===== src/rtl/muldiv_seq.sv =====
// -----------------------------------------------------------------------------
// muldiv_seq
//
// Sequential RV32M unsigned multiply/divide unit (MUL, MULHU, DIVU, REMU).
// Each of the 32 iterations borrows the shared 32-bit ALU for one add
// (multiply) or subtract (divide). The ALU is requested with o_alu_req while
// calculating; an iteration only commits on an edge where i_alu_gnt is high.
//
// Ports:
//   i_clk, i_rst            clock, asynchronous active-high reset
//   i_req_valid/o_req_ready request handshake (ready only when idle)
//   i_req_op                0=MUL, 1=MULHU, 2=DIVU, 3=REMU
//   i_req_a, i_req_b        multiplicand/dividend, multiplier/divisor
//   o_rsp_valid/i_rsp_ready response handshake (valid only when done)
//   o_rsp_data              registered result, stable while valid
//   o_alu_req/i_alu_gnt     shared ALU request/grant
//   o_alu_op_a/_b, o_alu_op ALU operands and select (0=add, 1=sub)
//   i_alu_data              combinational ALU result
// -----------------------------------------------------------------------------
module muldiv_seq (
  input  logic        i_clk,
  input  logic        i_rst,
  input  logic        i_req_valid,
  output logic        o_req_ready,
  input  logic [1:0]  i_req_op,
  input  logic [31:0] i_req_a,
  input  logic [31:0] i_req_b,
  output logic        o_rsp_valid,
  input  logic        i_rsp_ready,
  output logic [31:0] o_rsp_data,
  output logic        o_alu_req,
  input  logic        i_alu_gnt,
  output logic [31:0] o_alu_op_a,
  output logic [31:0] o_alu_op_b,
  output logic [3:0]  o_alu_op,
  input  logic [31:0] i_alu_data
);

  typedef enum logic [1:0] {
    S_IDLE = 2'd0,
    S_CALC = 2'd1,
    S_DONE = 2'd2
  } state_t;

  state_t      r_state;
  state_t      w_state_next;

  // r_acc holds HI (multiply) or the remainder R (divide).
  // r_sh  holds LO (multiply) or the quotient/dividend shift register Q.
  // r_opnd holds the multiplicand M or the divisor D.
  logic [1:0]  r_op;
  logic [31:0] r_acc;
  logic [31:0] r_sh;
  logic [31:0] r_opnd;
  logic [4:0]  r_cnt;
  logic [31:0] r_rsp_data;

  logic        w_div;
  logic        w_accept;
  logic        w_commit;
  logic [31:0] w_rshift;
  logic        w_carry;
  logic        w_ge;
  logic [31:0] w_acc_next;
  logic [31:0] w_sh_next;
  logic [31:0] w_result;

  assign w_div    = r_op[1];
  assign w_accept = (r_state == S_IDLE) && i_req_valid;
  assign w_commit = (r_state == S_CALC) && i_alu_gnt;
  // Remainder shifted left by one with the next dividend bit brought in.
  assign w_rshift = {r_acc[30:0], r_sh[31]};

  // State register
  always_ff @(posedge i_clk or posedge i_rst) begin
    if (i_rst) begin
      r_state <= S_IDLE;
    end else begin
      r_state <= w_state_next;
    end
  end

  // Next state and all handshake/ALU outputs
  always_comb begin
    w_state_next = r_state;
    o_req_ready  = 1'b0;
    o_rsp_valid  = 1'b0;
    o_alu_req    = 1'b0;
    o_alu_op_a   = 32'd0;
    o_alu_op_b   = 32'd0;
    o_alu_op     = 4'd0;
    case (r_state)
      S_IDLE: begin
        o_req_ready = 1'b1;
        if (i_req_valid) begin
          w_state_next = S_CALC;
        end
      end
      S_CALC: begin
        o_alu_req = 1'b1;
        if (w_div) begin
          o_alu_op_a = w_rshift;
          o_alu_op_b = r_opnd;
          o_alu_op   = 4'd1;
        end else begin
          o_alu_op_a = r_acc;
          o_alu_op_b = r_sh[0] ? r_opnd : 32'd0;
          o_alu_op   = 4'd0;
        end
        if (i_alu_gnt && (r_cnt == 5'd31)) begin
          w_state_next = S_DONE;
        end
      end
      S_DONE: begin
        o_rsp_valid = 1'b1;
        if (i_rsp_ready) begin
          w_state_next = S_IDLE;
        end
      end
      default: begin
        w_state_next = S_IDLE;
      end
    endcase
  end

  // Iteration arithmetic. The carry out of HI+op_b and the "R' >= D" test are
  // reconstructed from operand MSBs and the sum MSB, since the ALU only
  // returns 32 bits.
  always_comb begin
    w_carry = (r_acc[31] & o_alu_op_b[31]) |
              ((r_acc[31] | o_alu_op_b[31]) & ~i_alu_data[31]);
    // r_acc[31] is the bit shifted out of R'; if set, R' is at least 2^32.
    w_ge    = r_acc[31] |
              (w_rshift[31] & ~r_opnd[31]) |
              (~(w_rshift[31] ^ r_opnd[31]) & ~i_alu_data[31]);
    if (w_div) begin
      w_acc_next = w_ge ? i_alu_data : w_rshift;
      w_sh_next  = {r_sh[30:0], w_ge};
    end else begin
      w_acc_next = {w_carry, i_alu_data[31:1]};
      w_sh_next  = {i_alu_data[0], r_sh[31:1]};
    end
    // MUL/DIVU take the low/quotient register, MULHU/REMU the high/remainder.
    w_result = r_op[0] ? w_acc_next : w_sh_next;
  end

  // Datapath registers
  always_ff @(posedge i_clk or posedge i_rst) begin
    if (i_rst) begin
      r_op       <= 2'd0;
      r_acc      <= 32'd0;
      r_sh       <= 32'd0;
      r_opnd     <= 32'd0;
      r_cnt      <= 5'd0;
      r_rsp_data <= 32'd0;
    end else if (w_accept) begin
      r_op   <= i_req_op;
      r_acc  <= 32'd0;
      r_sh   <= i_req_op[1] ? i_req_a : i_req_b;
      r_opnd <= i_req_op[1] ? i_req_b : i_req_a;
      r_cnt  <= 5'd0;
    end else if (w_commit) begin
      r_acc <= w_acc_next;
      r_sh  <= w_sh_next;
      r_cnt <= r_cnt + 5'd1;
      if (r_cnt == 5'd31) begin
        r_rsp_data <= w_result;
      end
    end
  end

  assign o_rsp_data = r_rsp_data;

endmodule


===== config.mk =====
export PLATFORM = sky130hd
export DESIGN_NAME = muldiv_seq
export DESIGN_NICKNAME = d
export VERILOG_FILES = /design/src/rtl/muldiv_seq.sv
export SDC_FILE = /design/constraint.sdc
export NUM_CORES = 1
export LEC_CHECK = 0
export ABC_CLOCK_PERIOD_IN_PS = 4450
export CAP_MARGIN = 25
export CELL_PAD_IN_SITES_DETAIL_PLACEMENT = 1
export CELL_PAD_IN_SITES_GLOBAL_PLACEMENT = 1
export CORE_MARGIN = 8
export CORE_UTILIZATION = 30
export CTS_CLUSTER_DIAMETER = 200
export CTS_CLUSTER_SIZE = 16
export DETAILED_ROUTE_END_ITERATION = 8
export DONT_BUFFER_PORTS = 1
export PLACE_DENSITY_LB_ADDON = 0.1
export SYNTH_ARGS = -nofsm -noshare
export SYNTH_HDL_FRONTEND = slang
export SYNTH_SLANG_ARGS = --single-unit
export TNS_END_PERCENT = 30

===== constraint.sdc =====
create_clock -name i_clk -period 4.45 [get_ports i_clk]
set_input_delay 0.89 -clock i_clk [delete_from_list [all_inputs] [get_ports i_clk]]
set_output_delay 0.89 -clock i_clk [all_outputs]
set_load 0.05 [all_outputs]

==> impl_metrics.toml, run 1 <==
[status]
status = "complete, no violations"

[worst_setup_path]
crit_fanout = 38
r2r-end = "o_rsp_data[5]$_DFFE_PP0P_"
start_kind = "flop"
worstSetupPathType = "reg2out"
cp.required_ps = 3560
rr_worst_depth = 8
r2r_start = "r_cnt[1]$_DFFE_PP0P_"
r2r_slack_ps = 1710
crit_start = "r_state[1]$_DFFE_PP0P_"
cp.arrival_ps = 2610
end_kind = "output pin"

[global_route]
busiest_layer = "met2"
met1_usage_pct = 21.3
grt_first_pass_wirelength_mm = 45.1
grt_max_degree = 98
grt_overflow = 0
grt.total_usage_pct = 18.4
first_global_vias = 7356
antenna_found_initial = 0
met2_usage_pct = 31.6
use_met3_pct = 5.79

[cells_and_area]
stdcell_count = 1185
area_growth_pct = 11.5
fin_nets = 943
drive_gt1_share_pct = 7.54
nFillCells = 3003

[detailed_routing]
routed_wl_mm = 29.4
num_vias = 6815
dr.first_iter.drc_count = 347
ant_nets = 0
drt_pass1_iterations = 4
drc = 0
wl_per_cell_um = 24.8
avgViaCountPerCell = 5.75

[die]
design.core.area_um2 = 26100
rows = 59
die_h_um = 179
start_util_pct = 30.5
io_pins = 206
dieArea_um2 = 31900
die_x_um = 179

[cts]
clock_latency_ps = 430
clk_pin_slew_ps = 60
cts.sinks = 137
cts_hold_buf = 0
cts_root_buf = "clkbuf_16"
cts_tree = "yes"
postCtsSetupBuffers = 0
cts-buffers-inserted = 17
htreeDepth = 4
cts_buffer_depth = 2
cts_resized = 0

[power_and_ir_drop]
power.total_mw = 7.56
max-vdd-ir-drop_mv = 0.381
power.static_leakage_nw = 3.78
power_density_nw_per_um2 = 853

[worst_hold_path]
worstHoldPathType = "in2async"

[timing]
finalSetupViolCount = 0
fin_crit_ps = 3500
finClkSkew_ps = 9.34
rsz0062_at_grt = "no"
setup_tns_ps = 0
fmax_ghz = 0.285
period_share_pct = 78.7
finalMaxSlewViolations = 0
slew_headroom_pct = 38.1
finalHoldViolCount = 0
worst_pin_slew_ps = 925

[place]
port-buffer-count = 0
globalplace.congestion = 0.779
dp_cells = 1153
dpl.hpwl_mm = 21.1

[logic_synthesis]
ys_seq_area_share_pct = 43.2
yosysWarnings = 0
syn_inst = 876
synth-seq-cells = 137
syn_area_um2 = 7940
avgSynthCellArea_um2 = 9.07
synth.distinct_cells = 38

[run]
drv_cap = 0
-- critical path: stages (launching register included) --
cell      delay, ps
dfrtp_1         450
nand2b_2        620
nor2_2          310
buf_4           290
and2_1          500
-- layout make-up --
type / count / area, um2 / share of cell area (%)
Antenna cell: 1 / 2.50 / 0.0282
Clock buffer: 19 / 453 / 5.11
Clock inverter: 12 / 150 / 1.69
Inverter: 5 / 22.5 / 0.254
Multi-Input combinational cell: 653 / 4180 / 47.2
Sequential cell: 137 / 3430 / 38.8
Tap cell: 335 / 419 / 4.73
Timing Repair Buffer: 23 / 198 / 2.23
-- power by group --
group | leakage (nW) | switching, mW | internal (mW)
clock | 0.291 | 0.574 | 0.905
combinational | 1.79 | 2.92 | 0.911
sequential | 1.70 | 0.538 | 1.71
total | 3.78 | 4.03 | 3.53
-- kinds of logic after synthesis --
| group | after synthesis | share of synthesized area (%) |
|---|---|---|
| flip-flops | 137 | 43.2 |
| multiplexers | 127 | 16.0 |
| XOR/XNOR | 2 | 0.221 |
| other | 1 | 0.0472 |
| AND/OR/NAND/NOR | 256 | 15.0 |
| buffers and inverters | 88 | 4.65 |
| adder cells (fa/ha/maj) | 3 | 0.473 |
| AO/OA/AOI/OAI | 262 | 20.4 |
-- how the worst max path moves through the flow --
stage | cells past startpoint | endpoint
after floorplan | 3 | o_alu_op_b[31]
after global placement | 4 | o_alu_op_b[14]
after detailed placement | 4 | o_alu_op_b[19]
after CTS | 4 | o_alu_op_b[19]
after global routing | 4 | o_alu_op_b[24]
final | 4 | o_alu_op_b[1]
-- placed cells by master (no fill, tap or decap), drive strengths merged, types with 4 or more instances in the layout --
cell type    n
clkinvlp     4
and3        32
o211ai      30
o21ai       96
clkinv       7
a211oi      30
nand2       76
and2        31
buf         23
dfrtp      137
mux2i      127
clkbuf      19
o221ai      31
nor3        32
nor2        76
a21oi       62
-- cells in the mapped netlist, drive strengths merged --
library cell  count  area share, %
nor3b             1           0.16
and2             31            2.4
nand2b            3           0.24
buf              31            2.0
ha                3           0.47
and3             32            2.5
dfrtp           137             43
or2               1          0.079
o21a              1          0.095
nor3             32            2.0
a211oi           30            2.8
a22o              3           0.33
nand4             1          0.079
o211ai           30            2.8
o311a             1           0.13
clkbuf           52            2.5
a221o             1           0.13
nand4b            1           0.11
mux2i           127             16
xor2              2           0.22
o22a              1           0.11
inv               4           0.19
a21oi            62            3.9
and3b             1           0.11
conb              1          0.047
a21boi            1          0.095
nor4b             1           0.11
nor2             76            3.6
nand2            76            3.6
a22oi             1          0.095
o21ai            96            6.0
a311oi            2           0.22
a31oi             1          0.079
o221ai           31            3.4
o31ai             1          0.095
clkinv            1          0.047
-- sequential cells by signal, indices dropped and copies added (netlist names) --
| register | count |
|---|---|
| o_rsp_data | 32 |
| r_acc | 32 |
| r_cnt | 5 |
| r_op | 2 |
| r_opnd | 32 |
| r_sh | 32 |
| r_state | 2 |
-- layer usage --
metal | up-vias | part of all wire [%]
met5 | - | 0
met4 | 0 | 2.6
met3 | 39 | 7.8
met2 | 188 | 50
met1 | 3471 | 40
li1 | 3117 | -
-- through the flow --
stage          setup slack, ps  area (um2)  hold WS [ps]  utilization [%]
2_1_floorplan             1750        7960           473                -
3_3_place_gp              1400        8250           497             31.7
3_5_place_dp              1320        8250           500             31.7
4_1_cts                    856        8860           514             34.0
5_1_grt                    766        8860           523             34.0
6_report                   947        8860           490             34.0
Note: power is estimated with default switching activity, not from simulation.
==> run 2: changes to the inputs <==
--- a/config.mk
+++ b/config.mk
@@ -5,7 +5,7 @@
 export SDC_FILE = /design/constraint.sdc
 export NUM_CORES = 1
 export LEC_CHECK = 0
-export ABC_CLOCK_PERIOD_IN_PS = 4450
+export ABC_CLOCK_PERIOD_IN_PS = 2800
 export CAP_MARGIN = 25
 export CELL_PAD_IN_SITES_DETAIL_PLACEMENT = 1
 export CELL_PAD_IN_SITES_GLOBAL_PLACEMENT = 1
==> constraint.sdc (replaced) <==
create_clock -name i_clk -period 2.8 [get_ports i_clk]
set_input_delay 0.56 -clock i_clk [delete_from_list [all_inputs] [get_ports i_clk]]
set_output_delay 0.56 -clock i_clk [all_outputs]
set_load 0.05 [all_outputs]
==> impl_metrics.toml, run 2 (synthesis results as in run 1) <==
[worst_setup_path]
start_kind = "flop"
r2r_start = "r_acc[30]$_DFFE_PP0P_"
crit_fanout = 67
cp.arrival_ps = 2100
cp.required_ps = 2240
crit_start = "r_op[1]$_DFFE_PP0P_"
end_kind = "output pin"
worstSetupPathType = "reg2out"

[cts]
cts_resized = 0
postCtsSetupBuffers = 0
cts_tree = "yes"
cts_hold_buf = 0
clock_latency_ps = 430
htreeDepth = 4
clk_pin_slew_ps = 60
cts_buffer_depth = 2
cts_root_buf = "clkbuf_16"
cts-buffers-inserted = 17
cts.sinks = 137

[die]
design.core.area_um2 = 26100
rows = 59
die_h_um = 179
start_util_pct = 30.5
die_x_um = 179
dieArea_um2 = 31900
io_pins = 206

[power_and_ir_drop]
comb_power_share_pct = 54.6
max-vdd-ir-drop_mv = 0.604
p_sw_share_pct = 51.2
power.static_leakage_nw = 4.16
switching_power_mw = 6.73
power_density_nw_per_um2 = 1390
power.clock.fraction_pct = 18.3
power.total_mw = 13.2
p_seq_share_pct = 27.1
p_int_mw = 6.42

[cells_and_area]
multiInputGateArea_um2 = 4180
regArea_um2 = 3430
fin_nets = 1013
area_growth_pct = 19.4
layout_commonest_cell = "dfrtp_1"
nFillCells = 2954
diodes = 0
layout_common_cells = "dfrtp_1, mux2i_1, o21ai_0, buf_4, nand2_1"
drive_gt1_share_pct = 14.5

[timing]
fmax_ghz = 0.376
finClkSkew_ps = 13.5
finalMaxSlewViolations = 0
worst_pin_slew_ps = 706
slew_headroom_pct = 53.0
rsz0062_at_grt = "no"
finalSetupViolCount = 0
period_share_pct = 95.0
setup_tns_ps = 0
fin_crit_ps = 2660
finalHoldViolCount = 0

[detailed_routing]
ant_nets = 0
num_vias = 6998
met2_length_mm = 15.6
route.met3.wl_mm = 2.45
drt-met1-wl_mm = 11.9
avgViaCountPerCell = 5.58
dr.first_iter.drc_count = 393
wl_per_cell_um = 24.3
routed_wl_mm = 30.5
highest_layer = "met4"
drt_pass1_iterations = 4
drc = 0

[place]
port-buffer-count = 0
globalplace.congestion = 0.811
dpl.hpwl_mm = 22.0

[worst_hold_path]
worstHoldPathType = "in2reg"
hold_start = "i_req_op[0]"

[global_route]
grt_first_pass_wirelength_mm = 46.6
first_global_vias = 7760
grt_max_degree = 70
antenna_found_initial = 0
grt.total_usage_pct = 19.0
grt_overflow = 0

[status]
status = "complete, no violations"

[run]
drv_cap = 0
## run 2: layer usage
| metal | track usage (%) | vias up |
|---|---|---|
| met5 | 0 | - |
| met4 | 5.68 | 0 |
| met3 | 6.49 | 32 |
| met2 | 33.5 | 179 |
| met1 | 21.4 | 3538 |
| li1 | - | 3249 |
## run 2: final cells by class
type                            instances  share of cell area, %
Timing Repair Buffer                   93                   8.58
Multi-Input combinational cell        653                   44.1
Tap cell                              335                   4.42
Clock inverter                         14                   1.94
Clock buffer                           18                   4.53
Sequential cell                       137                   36.2
Inverter                                5                  0.238
## run 2: through the flow
step | worst slack (ps) | hold WS (ps) | util [%] | std cells | area (um2)
after detailed placement | 532 | 499 | 33.9 | 1221 | 8840
after global placement | 609 | 493 | 33.9 | 1221 | 8840
final | 141 | 245 | 36.4 | 1255 | 9480
after CTS | 138 | 239 | 36.3 | 1253 | 9450
after global routing | 36.6 | 230 | 36.4 | 1255 | 9480
after floorplan | 430 | 473 | - | 878 | 7960
## run 2: critical path: stages, from the launching register on
cell     delay, ps
dfrtp_4        670
buf_12         410
mux2i_1        150
nor2_1         180
buf_4          230
## run 2: worst paths after layout
check                           depth (start not counted)                    end  slack, ps
min in group asynchronous                               2  r_acc[24]$_DFFE_PP0P_        550
worst min-delay path                                    2    r_op[0]$_DFFE_PP0P_        250
worst max-delay path                                    4         o_alu_op_a[19]        140
worst max register to register                          6  r_acc[24]$_DFFE_PP0P_        530
worst min register to register                          1   r_cnt[4]$_DFFE_PP0P_        510
max in group asynchronous                               4   r_acc[0]$_DFFE_PP0P_       1480
## run 2: power groups by stage
stage / combinational (mW) / clock (mW) / sequential [mW]
CTS: 7.30 / 2.46 / 3.56
global route: 7.70 / 2.54 / 3.68
finish: 7.19 / 2.41 / 3.56
floorplan: 5.26 / 0 / 3.17
detailed placement: 7.26 / 0 / 3.59
global placement: 7.12 / 0 / 3.56
